<file path="src/rtl/matmul_frame_ctrl_pkg.sv">
// Shared constants and FSM state encodings for the host-link matmul sequencer.
// Word width follows MATMUL_DATA_W when the SOC defines it, else 16.
`ifndef MATMUL_DATA_W
`define MATMUL_DATA_W 16
`endif

package matmul_frame_ctrl_pkg;

  localparam int         DATA_W_DEF = `MATMUL_DATA_W;
  localparam logic [7:0] SOF_DEF    = 8'hFE;
  localparam logic [7:0] EOF_DEF    = 8'hFF;

  typedef enum logic [2:0] {
    HUNT    = 3'd0,
    RX_PAY  = 3'd1,
    RX_CSUM = 3'd2,
    RX_EOF  = 3'd3,
    LOAD    = 3'd4,
    RUN     = 3'd5,
    TX      = 3'd6
  } state_t;

endpackage

</file>
<file path="src/rtl/matmul_frame_ctrl_frame_tx_serializer.sv">
// Result-frame serializer: SOF, result bytes MSB-first, optional XOR checksum, EOF.
// Optional feature: MATMUL_FRAME_CSUM_EN adds the checksum byte before EOF.
module frame_tx_serializer #(
  parameter int         DATA_W   = 16,
  parameter logic [7:0] SOF_BYTE = 8'hFE,
  parameter logic [7:0] EOF_BYTE = 8'hFF
) (
  input  logic                CLK,
  input  logic                RESET,
  input  logic                start,
  input  logic [4*DATA_W-1:0] words,
  output logic [7:0]          tx_data,
  output logic                tx_valid,
  input  logic                tx_ack,
  output logic                done
);

  localparam int NRES = 4 * DATA_W / 8;
`ifdef MATMUL_FRAME_CSUM_EN
  localparam int NTX = NRES + 3;
`else
  localparam int NTX = NRES + 2;
`endif
  localparam int IDX_W = $clog2(NTX);

  logic [4*DATA_W-1:0] res_q;
  logic [IDX_W-1:0]    idx;
  logic [7:0]          nxt_byte;
  logic                last;
  int                  ni;

`ifdef MATMUL_FRAME_CSUM_EN
  logic [7:0] csum;
  always_comb begin
    csum = '0;
    for (int i = 0; i < NRES; i++) csum = csum ^ res_q[8*i +: 8];
  end
`endif

  // Byte index 0 is SOF, 1..NRES the result bytes, then checksum (if any), then EOF.
  always_comb begin
    ni       = int'(idx) + 1;
    nxt_byte = EOF_BYTE;
    if (ni >= 1 && ni <= NRES) nxt_byte = res_q[4*DATA_W - 8*ni +: 8];
`ifdef MATMUL_FRAME_CSUM_EN
    else if (ni == NRES + 1) nxt_byte = csum;
`endif
  end

  assign last = (int'(idx) == NTX - 1);
  assign done = tx_valid & tx_ack & last;

  always_ff @(posedge CLK) begin
    if (RESET) begin
      res_q    <= '0;
      idx      <= '0;
      tx_data  <= '0;
      tx_valid <= 1'b0;
    end else if (start) begin
      res_q    <= words;
      idx      <= '0;
      tx_data  <= SOF_BYTE;
      tx_valid <= 1'b1;
    end else if (tx_valid && tx_ack) begin
      if (last) begin
        tx_valid <= 1'b0;
      end else begin
        idx     <= idx + 1'b1;
        tx_data <= nxt_byte;
      end
    end
  end

endmodule

</file>
<file path="src/rtl/matmul_frame_ctrl.sv">
// Host-link sequencer for the 2x2 systolic array: receive operand frame, run, return result frame.
// Optional feature: MATMUL_FRAME_CSUM_EN adds XOR checksum bytes in both directions.
//
// state   | meaning
// HUNT    | idle, discard bytes until SOF
// RX_PAY  | shifting in operand payload bytes
// RX_CSUM | checking payload checksum (checksum build only)
// RX_EOF  | expecting EOF; commits operands on success
// LOAD    | one-cycle sa_load strobe
// RUN     | sa_start held, waiting for sa_done or timeout
// TX      | serializer sending result frame
module matmul_frame_ctrl
  import matmul_frame_ctrl_pkg::*;
#(
  parameter int         DATA_W      = DATA_W_DEF,
  parameter logic [7:0] SOF_BYTE    = SOF_DEF,
  parameter logic [7:0] EOF_BYTE    = EOF_DEF,
  parameter int         RUN_TIMEOUT = 1024
) (
  input  logic                CLK,
  input  logic                RESET,
  input  logic [7:0]          rx_data,
  input  logic                rx_ready,
  output logic                rx_ack,
  output logic [7:0]          tx_data,
  output logic                tx_valid,
  input  logic                tx_ack,
  output logic [4*DATA_W-1:0] blk_a,
  output logic [4*DATA_W-1:0] blk_b,
  output logic                sa_load,
  output logic                sa_start,
  input  logic                sa_done,
  input  logic [4*DATA_W-1:0] sa_result,
  output logic                busy,
  output logic                err
);

  localparam int WB    = DATA_W / 8;
  localparam int NPAY  = 8 * WB;
  localparam int CNT_W = $clog2(NPAY);
  localparam int RUN_W = (RUN_TIMEOUT > 1) ? $clog2(RUN_TIMEOUT) : 1;
  localparam logic [RUN_W-1:0] RUN_LAST = RUN_W'((RUN_TIMEOUT > 0) ? RUN_TIMEOUT - 1 : 0);

  state_t              state, state_nxt;
  logic [CNT_W-1:0]    byte_cnt;
  logic [8*DATA_W-1:0] shadow;
  logic [RUN_W-1:0]    run_cnt;
  logic                last_pay, run_to, tx_start, tx_done;
`ifdef MATMUL_FRAME_CSUM_EN
  logic [7:0]          csum_acc;
`endif

  assign last_pay = (byte_cnt == CNT_W'(NPAY - 1));
  assign run_to   = (RUN_TIMEOUT != 0) && (run_cnt == RUN_LAST);

  always_ff @(posedge CLK) begin
    if (RESET) state <= HUNT;
    else       state <= state_nxt;
  end

  always_comb begin
    state_nxt = state;
    case (state)
      HUNT:    if (rx_ready && rx_data == SOF_BYTE) state_nxt = RX_PAY;
`ifdef MATMUL_FRAME_CSUM_EN
      RX_PAY:  if (rx_ready && last_pay) state_nxt = RX_CSUM;
      RX_CSUM: if (rx_ready) state_nxt = (rx_data == csum_acc) ? RX_EOF : HUNT;
`else
      RX_PAY:  if (rx_ready && last_pay) state_nxt = RX_EOF;
`endif
      RX_EOF:  if (rx_ready) state_nxt = (rx_data == EOF_BYTE) ? LOAD : HUNT;
      LOAD:    state_nxt = RUN;
      RUN: begin
        if (sa_done)     state_nxt = TX;
        else if (run_to) state_nxt = HUNT;
      end
      TX:      if (tx_done) state_nxt = HUNT;
      default: state_nxt = HUNT;
    endcase
  end

  always_comb begin
    rx_ack   = rx_ready & (state inside {HUNT, RX_PAY, RX_CSUM, RX_EOF});
    sa_load  = (state == LOAD);
    sa_start = (state == RUN);
    busy     = (state != HUNT);
    tx_start = (state == RUN) & sa_done;
  end

  // Operands are staged in shadow and only committed to blk_a/blk_b by a good EOF.
  always_ff @(posedge CLK) begin
    if (RESET) begin
      byte_cnt <= '0;
      shadow   <= '0;
      run_cnt  <= '0;
      blk_a    <= '0;
      blk_b    <= '0;
      err      <= 1'b0;
`ifdef MATMUL_FRAME_CSUM_EN
      csum_acc <= '0;
`endif
    end else begin
      err <= 1'b0;
      case (state)
        HUNT: if (rx_ready && rx_data == SOF_BYTE) begin
          byte_cnt <= '0;
`ifdef MATMUL_FRAME_CSUM_EN
          csum_acc <= '0;
`endif
        end
        RX_PAY: if (rx_ready) begin
          shadow   <= {shadow[8*DATA_W-9:0], rx_data};
          byte_cnt <= byte_cnt + 1'b1;
`ifdef MATMUL_FRAME_CSUM_EN
          csum_acc <= csum_acc ^ rx_data;
`endif
        end
`ifdef MATMUL_FRAME_CSUM_EN
        RX_CSUM: if (rx_ready && rx_data != csum_acc) err <= 1'b1;
`endif
        RX_EOF: if (rx_ready) begin
          if (rx_data == EOF_BYTE) begin
            blk_a <= shadow[8*DATA_W-1 -: 4*DATA_W];
            blk_b <= shadow[4*DATA_W-1:0];
          end else begin
            err <= 1'b1;
          end
        end
        LOAD: run_cnt <= '0;
        RUN: if (!sa_done) begin
          if (run_to) err <= 1'b1;
          else        run_cnt <= run_cnt + 1'b1;
        end
        default: ;
      endcase
    end
  end

  frame_tx_serializer #(
    .DATA_W   (DATA_W),
    .SOF_BYTE (SOF_BYTE),
    .EOF_BYTE (EOF_BYTE)
  ) u_tx (
    .CLK      (CLK),
    .RESET    (RESET),
    .start    (tx_start),
    .words    (sa_result),
    .tx_data  (tx_data),
    .tx_valid (tx_valid),
    .tx_ack   (tx_ack),
    .done     (tx_done)
  );

endmodule

</file>
<file path="config.mk">
export PLATFORM = sky130hd
export DESIGN_NAME = matmul_frame_ctrl
export DESIGN_NICKNAME = d
export VERILOG_FILES = /design/src/rtl/matmul_frame_ctrl_pkg.sv /design/src/rtl/matmul_frame_ctrl_frame_tx_serializer.sv /design/src/rtl/matmul_frame_ctrl.sv
export SDC_FILE = /design/constraint.sdc
export NUM_CORES = 1
export LEC_CHECK = 0
export ABC_AREA = 1
export CAP_MARGIN = 20
export CELL_PAD_IN_SITES_DETAIL_PLACEMENT = 1
export CELL_PAD_IN_SITES_GLOBAL_PLACEMENT = 2
export CORE_MARGIN = 5
export CORE_UTILIZATION = 25
export DETAILED_ROUTE_END_ITERATION = 6
export PLACE_DENSITY_LB_ADDON = 0.1
export REMOVE_ABC_BUFFERS = 1
export SLEW_MARGIN = 5
export SYNTH_ARGS = -nofsm -noshare
export SYNTH_HDL_FRONTEND = slang
export SYNTH_HIERARCHICAL = 1
export SYNTH_SLANG_ARGS = --single-unit
</file>
<file path="constraint.sdc">
create_clock -name CLK -period 2.3 [get_ports CLK]
set_input_delay 0.69 -clock CLK [delete_from_list [all_inputs] [get_ports CLK]]
set_output_delay 0.69 -clock CLK [all_outputs]
set_load 0.01 [all_outputs]
</file>
==> metrics.md <==
| Metric | Value |
|---|---|
| Outcome | `finished clean` |
| Number of max-cap violations | `0` |
| Final hold violations | `0` |
| Top cells by area, synth | `dfxtp_1, nor2_1, o21ai_0, a21oi_1, nand2_1` |
| Clk buf depth | `3` |
| CP top delay family | `buffers and inverters` |
| Hold-fix buffers, CTS | `0` |
| CP cell instances | `clkdlybuf4s50_1` |
| Worst Setup Path Type | `reg -> out` |
| Clock Skews | `0.0160 ns` |
| First-pass GRT wire length | `67700 um` |
| I/O pin count | `219` |
| Layout cells sized above 1 | `8.17%` |
| Register area share after synthesis | `50.7%` |
| Internal | `12.0 mW` |
| Clk_lat worst skew | `0.56 ns` |
| Cells after Synth | `1857` |
| Max Clock Freq | `444 MHz` |
| Worst hold path class | `reg -> reg` |
| Register bit total from synthesis | `351` |
| Worst path max stage delay | `0.58 ns` |
| CP max-delay cell | `clkdlybuf4s50_1` |
| Pins Over Slew Limit | `0` |
| CTS sink count | `351` |
| Post-synth top area share | `50.7%` |
| CTS tree | `built` |
| Core Box Area | `55000 um2` |
| Rel. slew slack | `41.4%` |
| Hpwl dp | `28300 um` |
| Clk pwr share | `42.0%` |
| Critical path required time | `1.61 ns` |
| Initial Util | `25.2%` |
| Initial antenna violation count | `1` |
| Unrepaired setup endpoints after global routing | `yes` |
| Max FO, Critical Path | `2` |
| Post-route ant nets | `0` |
| Routability cong. | `0.744` |
| Drt first pass iters | `4` |
| Minimum clock period | `2.25 ns` |
| Nets | `2143` |
| YS warnings | `6` |
| Distinct cells, synth | `31` |
| H-tree levels | `2` |
| Most common cell after layout, fill and taps aside | `nor2_1` |
| Post-CTS setup buffers | `0` |
| Root buf cell | `clkbuf_16` |
| Switching part of the total | `28.3%` |
| Port buffer count | `218` |
| Crit path DAT | `1.56 ns` |
| Reg clk slew, reported paths | `0.06 ns` |
| Logic pwr share | `15.3%` |
| Residual DRC | `0` |
| Commonest non-fill, non-tap cells in the layout | `nor2_1, dfxtp_1, o21ai_0` |
| Syn Area/Cell | `7.47 um2` |
| CP Capture Type | `primary output` |
| DIE WIDTH | `245 um` |
| Leak pwr | `7.59 nW` |
| Placed inst area | `17100 um2` |
| WL/cell | `14.8 um` |
| Sequential power share | `42.8%` |
| Largest net degree at the start of global routing | `72` |
| Via density per instance | `4.34` |
| Peak supply drop | `0.000476 V` |
| Final setup fails | `0` |
| DR iter-0 viols | `424` |
| Vias in the first global route | `12523` |
| GR Overflow Total | `0` |
| CP Launch Type | `flop` |
| Largest area contributor in the netlist | `dfxtp_1` |
| Global Route Usage Sum | `13.6%` |
| Part of the cycle the worst path needs | `98.0%` |
| Vias | `12348` |
| Design Power | `16.7 mW` |
| Setup_tns | `0 ns` |
| Cell area after layout | `18600 um2` |
| Cts bufs inserted | `43` |
| Die height | `245 um` |
| Slew at the pin closest to its max-slew limit | `0.869 ns` |
| DRT Wirelength | `42000 um` |
| Area grow syn2layout | `33.9%` |
| Synthesized cell area | `13900 um2` |
| Pwr/cell area | `900 nW/um2` |
| Hold WS | `0.441 ns` |
| P_sw | `4.73 mW` |
| Worst Path Buf+Inv | `1` |
| # rows | `86` |
| Die area | `60300 um2` |
stage by stage:
stage / utilization (%) / instances / setup slack, ns
floorplan: - / 1737 / -2.10
global placement: 31.1 / 2763 / -0.233
detailed placement: 31.1 / 2763 / -0.210
CTS: 33.7 / 2841 / -0.0431
global route: 33.8 / 2842 / -0.0261
finish: 33.8 / 2842 / 0.0461
final cells by class:
class,count,area (um2)
clock buffer,66,1280
antenna,1,2.50
inverter,181,689
multi-input combinational,1205,5470
sequential,351,7030
timing repair buffer,278,2970
clock inverter,12,181
tap,748,936
fill,6563,36400
final timing paths:
| kind | from | end | slack [ns] | cells past startpoint |
|---|---|---|---|---|
| setup / recovery | blk_b[6] | blk_b[6] | 0.05 | 1 |
| setup reg to reg | u_tx/idx[0] | u_tx/tx_data[6] | 0.26 | 7 |
| hold reg to reg | blk_a[62] | blk_a[62] | 0.44 | 2 |
| hold / removal | blk_a[62] | blk_a[62] | 0.44 | 2 |
metal layers:
metal / vias up / GRT usage (%) / wire (um) / part of all wire [%]
met5: - / 0 / 0 / 0
met4: 0 / 3.97 / 920 / 2.2
met3: 54 / 2.58 / 1560 / 3.7
met2: 177 / 22.9 / 19500 / 46
met1: 5767 / 17.9 / 20100 / 48
li1: 6350 / - / - / -
synth_stat cells:
cell type,n
clkinv_1,3
nand4_1,3
buf_6,27
nand2_1,176
nand2_4,1
a21oi_1,153
nor3b_1,2
o211ai_1,1
nor3_1,2
ha_1,6
nand3_2,7
o21ai_1,82
xor2_1,1
o21ai_0,257
inv_2,9
a21boi_0,1
buf_2,34
inv_1,169
nor3_4,1
nor2_2,6
a21oi_2,1
nand2_2,3
nor2_4,3
buf_1,5
nand3_1,66
nor2_1,430
xor2_2,1
xnor2_1,2
buf_4,6
clkbuf_1,48
dfxtp_1,351
registers in the layout, summed over array words and instances, names as in the netlist:
| signal | cells |
|---|---|
| byte_cnt | 4 |
| u_tx/res_q | 64 |
| state | 3 |
| err | 1 |
| blk_a | 64 |
| u_tx/tx_data | 8 |
| u_tx/idx | 4 |
| shadow | 128 |
| run_cnt | 10 |
| u_tx/tx_valid | 1 |
| blk_b | 64 |
power groups by stage:
stage / clock (mW) / sequential [mW] / combinational, mW
floorplan: 0 / 7.13 / 1.50
CTS: 7.33 / 7.14 / 2.61
detailed placement: 0 / 7.26 / 2.59
global route: 7.56 / 7.23 / 2.95
global placement: 0 / 7.26 / 2.55
finish: 7.01 / 7.14 / 2.55
worst min-delay path, stage by stage, from the launching register on:
cell	delay, ns
dfxtp_1	0.30
inv_1	0.04
a21oi_1	0.05
logic make-up (layout without fill, tap and decap cells):
logic type               count (synthesis)  in the layout  share of synthesized area [%]
flip-flops                             351            351                           50.7
XOR/XNOR                                 4              4                          0.307
AO/OA/AOI/OAI                          495            495                           17.9
buffers and inverters                  301            537                           10.1
adder cells (fa/ha/maj)                  6              6                          0.541
AND/OR/NAND/NOR                        700            700                           20.5
other                                    0              1                              0
what timing repair did:
item,in CTS,in global routing
endpoints found under the setup margin,6,4
cloned,0,0
pin swaps,0,0
gates resized for setup,14,7
(Power assumes the default switching activity.)
